**src/rtl/instr_mem_loader.sv**
```systemverilog
// instr_mem_loader: boot-time program loader for the single-cycle RISC-V core.
// It takes a byte stream over a valid/ready handshake. The stream starts with a
// 16-bit little-endian word count N, followed by 4N data bytes. Each group of four
// bytes is assembled little-endian into one 32-bit word. Words are written to
// consecutive instruction-memory word addresses starting at BASE_ADDR. The core is
// held in reset until the whole image has been loaded.
//
// Optional feature: define LOADER_CHECKSUM_EN to require one trailing checksum
// byte. The checksum is the XOR of all data bytes. A mismatch ends the load in ERR.
// Words have already been written by the time the checksum is compared.
module instr_mem_loader #(
    parameter int          DEPTH     = 1024,
    parameter logic [31:0] BASE_ADDR = 32'h0000_0000
) (
    input  logic        clk,
    input  logic        rst,
    input  logic        start,
    input  logic        byte_valid,
    input  logic [7:0]  byte_data,
    output logic        byte_ready,
    output logic        wr_en,
    output logic [31:0] wr_addr,
    output logic [31:0] wr_data,
    output logic        core_rst,
    output logic        busy,
    output logic        done,
    output logic        err,
    output logic [15:0] word_count
);

    typedef enum logic [2:0] {
        S_IDLE   = 3'd0,
        S_LEN_LO = 3'd1,
        S_LEN_HI = 3'd2,
        S_DATA   = 3'd3,
        S_WRITE  = 3'd4,
        S_DONE   = 3'd5,
        S_ERR    = 3'd6
`ifdef LOADER_CHECKSUM_EN
        ,
        S_CSUM   = 3'd7
`endif
    } state_t;

    // State entered once all words are written, including the N = 0 case.
`ifdef LOADER_CHECKSUM_EN
    localparam state_t S_FINISH = S_CSUM;
`else
    localparam state_t S_FINISH = S_DONE;
`endif

    // Depth widened to 32 bits so that the length check cannot truncate.
    localparam logic [31:0] DEPTH_U = 32'(DEPTH);

    state_t       state_reg;
    state_t       state_next;
    logic [7:0]   len_lo_reg;
    logic [15:0]  n_reg;
    logic [1:0]   byte_cnt_reg;
    logic [23:0]  partial_reg;
    logic [31:0]  wr_data_reg;
    logic [15:0]  word_count_reg;
`ifdef LOADER_CHECKSUM_EN
    logic [7:0]   csum_reg;
`endif

    logic         accept;
    logic         idle_like;
    logic         load_start;
    logic [15:0]  len_value;
    logic [15:0]  count_inc;

    // A byte is accepted only when the source offers it and the loader is ready.
    // byte_ready is decoded from the state register alone, so it never depends on
    // byte_valid.
    assign accept     = byte_valid & byte_ready;
    assign idle_like  = (state_reg == S_IDLE) || (state_reg == S_DONE) || (state_reg == S_ERR);
    assign load_start = start & idle_like;
    assign len_value  = {byte_data, len_lo_reg};
    assign count_inc  = word_count_reg + 16'd1;

    // State register with asynchronous active-low reset.
    always_ff @(posedge clk or negedge rst) begin
        if (!rst) begin
            state_reg <= S_IDLE;
        end else begin
            state_reg <= state_next;
        end
    end

    // Next-state logic for the loader sequence.
    always_comb begin
        state_next = state_reg;
        case (state_reg)
            S_IDLE, S_DONE, S_ERR: begin
                if (start) begin
                    state_next = S_LEN_LO;
                end
            end
            S_LEN_LO: begin
                if (accept) begin
                    state_next = S_LEN_HI;
                end
            end
            S_LEN_HI: begin
                if (accept) begin
                    if ({16'd0, len_value} > DEPTH_U) begin
                        state_next = S_ERR;
                    end else if (len_value == 16'd0) begin
                        state_next = S_FINISH;
                    end else begin
                        state_next = S_DATA;
                    end
                end
            end
            S_DATA: begin
                if (accept && (byte_cnt_reg == 2'd3)) begin
                    state_next = S_WRITE;
                end
            end
            S_WRITE: begin
                if (count_inc < n_reg) begin
                    state_next = S_DATA;
                end else begin
                    state_next = S_FINISH;
                end
            end
`ifdef LOADER_CHECKSUM_EN
            S_CSUM: begin
                if (accept) begin
                    state_next = (byte_data == csum_reg) ? S_DONE : S_ERR;
                end
            end
`endif
            default: begin
                state_next = S_IDLE;
            end
        endcase
    end

    // Output decode. All outputs come straight from the state register.
    always_comb begin
        byte_ready = 1'b0;
        wr_en      = 1'b0;
        busy       = 1'b1;
        done       = 1'b0;
        err        = 1'b0;
        core_rst   = 1'b0;
        case (state_reg)
            S_IDLE: begin
                busy = 1'b0;
            end
            S_LEN_LO, S_LEN_HI, S_DATA: begin
                byte_ready = 1'b1;
            end
`ifdef LOADER_CHECKSUM_EN
            S_CSUM: begin
                byte_ready = 1'b1;
            end
`endif
            S_WRITE: begin
                wr_en = 1'b1;
            end
            S_DONE: begin
                busy     = 1'b0;
                done     = 1'b1;
                core_rst = 1'b1;
            end
            S_ERR: begin
                busy = 1'b0;
                err  = 1'b1;
            end
            default: begin
                busy = 1'b0;
            end
        endcase
    end

    // Datapath: length capture, word assembly, word counter and checksum.
    // Every register holds its value while the source stalls.
    always_ff @(posedge clk or negedge rst) begin
        if (!rst) begin
            len_lo_reg     <= 8'd0;
            n_reg          <= 16'd0;
            byte_cnt_reg   <= 2'd0;
            partial_reg    <= 24'd0;
            wr_data_reg    <= 32'd0;
            word_count_reg <= 16'd0;
`ifdef LOADER_CHECKSUM_EN
            csum_reg       <= 8'd0;
`endif
        end else if (load_start) begin
            byte_cnt_reg   <= 2'd0;
            word_count_reg <= 16'd0;
`ifdef LOADER_CHECKSUM_EN
            csum_reg       <= 8'd0;
`endif
        end else begin
            if ((state_reg == S_LEN_LO) && accept) begin
                len_lo_reg <= byte_data;
            end
            if ((state_reg == S_LEN_HI) && accept) begin
                n_reg <= len_value;
            end
            if ((state_reg == S_DATA) && accept) begin
                byte_cnt_reg <= byte_cnt_reg + 2'd1;
`ifdef LOADER_CHECKSUM_EN
                csum_reg     <= csum_reg ^ byte_data;
`endif
                case (byte_cnt_reg)
                    2'd0:    partial_reg[7:0]   <= byte_data;
                    2'd1:    partial_reg[15:8]  <= byte_data;
                    2'd2:    partial_reg[23:16] <= byte_data;
                    default: wr_data_reg        <= {byte_data, partial_reg};
                endcase
            end
            if (state_reg == S_WRITE) begin
                word_count_reg <= count_inc;
            end
        end
    end

    // The write address follows the word counter. During WRITE the counter still
    // holds the index of the word being written. The sum wraps modulo 2^32.
    assign wr_addr    = BASE_ADDR + {14'd0, word_count_reg, 2'b00};
    assign wr_data    = wr_data_reg;
    assign word_count = word_count_reg;

endmodule

```
**config.mk**
```make
export PLATFORM = sky130hd
export DESIGN_NAME = instr_mem_loader
export DESIGN_NICKNAME = d
export VERILOG_FILES = /design/src/rtl/instr_mem_loader.sv
export SDC_FILE = /design/constraint.sdc
export NUM_CORES = 1
export LEC_CHECK = 0
export BUFFER_PORTS_ARGS = -buffer_cell sky130_fd_sc_hd__buf_4
export CORE_ASPECT_RATIO = 1.1
export CORE_MARGIN = 5
export CORE_UTILIZATION = 50
export DETAILED_ROUTE_END_ITERATION = 12
export HOLD_SLACK_MARGIN = 0.12
export PLACE_DENSITY_LB_ADDON = 0.1
export SYNTH_ARGS = -nofsm -noshare
export SYNTH_HDL_FRONTEND = slang
export SYNTH_SLANG_ARGS = --single-unit
```
**constraint.sdc**
```tcl
create_clock -name clk -period 2.7 [get_ports clk]
set_input_delay 0.27 -clock clk [delete_from_list [all_inputs] [get_ports clk]]
set_output_delay 0.27 -clock clk [all_outputs]
set_load 0.02 [all_outputs]
```
==> results.ini <==
[outcome]
status = complete, no violations

[clock_network]
clock-root-buffer = clkbuf_8
cts_made_buffers = 9
clk_pin_slew_ns = 0.11
cts_tree = yes
clock_sink_count = 101
htreeDepth = 3
clk_latency_ns = 0.38
cts.path.max_buffers = 2

[yosys]
syn_area_um2 = 5070
synth_area_leaders = dfrtp_1 50%, mux2_2 8.0%, mux2_1 6.4%
synth_top_area_share_pct = 49.8
synth_edf_count = 0
synth-seq-cells = 101
ys_warn_count = 0
yosys.area.top_type = dfrtp_1
synthArstFlopShare_pct = 100
syn_inst = 445
ys_seq_area_share_pct = 49.8
ys_types = 53
synth_area_per_cell_um2 = 11.4
ys.flop_type = dfrtp_1

[hold_path]
whs_path_depth = 3
hold_path_class = in -> reg

[drt]
ant_nets = 0
num_vias = 3410
drt_iter0_drc = 106
wl_per_cell_um = 16.7
routed_wl_um = 10800
vias_per_cell = 5.30
drt_pass1_iterations = 4
drt_drc_violations_left = 0

[worst_setup_path]
end_kind = flip-flop
path_buf_inv = 1
critPathTopFamily = simple AND/OR/NAND/NOR gates
arrival_ns = 2.86
critPathLaunchType = flip-flop
ff2ff_path_depth = 10
worstPathMaxFanout = 5
critical-path-slowest-cell = dfrtp_2
worstSetupPathType = reg -> reg
cpPeakStageDelay_ns = 0.45
cp.depth = 10
cp.required_ns = 2.97
worstPathCellList = ha_4 -> and3_1 -> buf_4 -> xor2_1 -> ha_1 -> o2111ai_1 -> or3b_1 -> a21oi_2 -> nor4b_1 -> o31a_1

[grt]
grt_pass1_vias = 3457
grtUsageMet3_pct = 4.18
grt_util_met1_pct = 23.7
overflow = 0
busiest_layer = met2
grt_usage_pct = 18.5
antenna_found_initial = 0
grt_start_max_net_pins = 62
grtUsageMet2_pct = 31.1
grt_pass1_wl_um = 17900

[placement]
placedCellCount = 623
dpl.hpwl_um = 7620
io_buffers = 81
place.gp.congestion = 0.825
dp_slack_ns = 0.0646

[final_layout]
final_common_cell = buf_4
antennaDiodeCount = 0
final_core_util_pct = 59.5
drive_gt1_share_pct = 33.1
final_cell_mix = 101 x buf_4, 97 x dfrtp_1, 39 x nand2_1
largest_reg_flops = 32
syn_to_final_growth_pct = 16.0
nets = 550
fin_cells = 643

[sta]
tightest_slew_ns = 0.774
hold_viol_final = 0
finalSetupViolations = 0
clock.fmax_ghz = 0.386
relSlewSlack_pct = 48.4
fin_crit_ns = 2.59
timing.final.crit_share_pct = 96.0
worst_slack_ns = 0.109
fin_skew_ns = 0.0128
drv_slew = 0
fin_tns_setup_ns = 0
rsz0062_at_grt = true

[die]
die_x_um = 106
row_count = 38
fp.coreArea_um2 = 9890
start_util_pct = 51.3
io_pins = 98
dieArea_um2 = 12300
dieHeight_um = 116

[power_and_ir_drop]
irDropWorstVdd_mv = 0.580
p_total_w = 0.00537
p_per_area_nw_per_um2 = 913
p_leak_nw = 2.96

[job]
cap_violations = 0

synthesized netlist by cell type (2+ instances only):
cell	count
dfrtp_1	101
nand2_1	39
buf_4	37
mux2_2	36
o21ai_0	30
mux2_1	29
ha_1	20
inv_1	19
o21ai_1	13
nor2_1	12
nand3_1	10
xnor2_1	10
buf_6	7
o31ai_1	7
a31oi_1	6
a21oi_1	5
and2_1	5
buf_2	5
clkbuf_1	5
and3_1	4
xor2_1	4
nor2b_1	3
a22oi_1	2
nand2b_1	2
nand4_1	2
nor3_1	2
nor4_1	2
o2111ai_1	2
o21a_1	2
stage by stage:
step	cell area [µm²]	hold WS [ns]
finish	5880	0.171
global route	5880	0.172
global placement	5620	0.388
detailed placement	5620	0.393
floorplan	5160	-0.0256
CTS	5850	0.154
where the power goes:
group | switching, W | internal (W) | total [W]
registers | 0.000326 | 0.00206 | 0.00239
clock network | 0.000588 | 0.000453 | 0.00104
logic | 0.00104 | 0.000904 | 0.00194
total | 0.00195 | 0.00342 | 0.00537
final timing paths:
check                                     from            end  slack (ns)
max in group asynchronous                  rst  word_count[1]        1.47
min in group asynchronous                  rst   state_reg[2]        0.51
worst min-delay path              byte_data[6]      n_reg[14]        0.17
worst min register to register  partial_reg[3]     wr_data[3]        0.49
worst max-delay path             word_count[1]   state_reg[1]        0.11
worst max register to register   word_count[1]   state_reg[1]        0.11
cells by family (layout without fill, tap and decap cells):
logic type,count (synthesis),after routing,share of synthesized area [%]
xor gates and xnor gates,15,15,2.74
DFF,101,101,49.8
and+or+nand+nor,92,92,9.23
buffers and inverters,74,137,9.57
other,1,16,0.0739
adders and majority gates,20,20,4.93
muxes,66,66,14.6
AOI/OAI and AO/OA,76,76,9.00
repair_timing:
item | in CTS | in global routing
resized for setup | 0 | 7
setup endpoints to repair | 0 | 2
endpoints found under the hold margin | 58 | 0
setup buffers | 0 | 3
hold buffers | 1 | 0
layer usage:
metal	share of wire [%]	vias to the layer above	wire [µm]
met2	49	81	5320
met1	44	1677	4710
met5	0	-	0
met3	5.2	11	559
li1	-	1641	-
met4	1.6	0	169
layout make-up:
cell class	count	area, µm²
clock buffer	9	124
sequential	101	2530
clock inverter	7	88.8
timing repair buffer	102	768
fill	879	4010
multi-input combinational	285	2150
tap	120	150
inverter	19	71.3
worst min-delay path, cell delays in order:
cell     delay (ns)
buf_4          0.13
nand2_1        0.05
o21ai_0        0.06
Power figures use the tool's default switching activity.
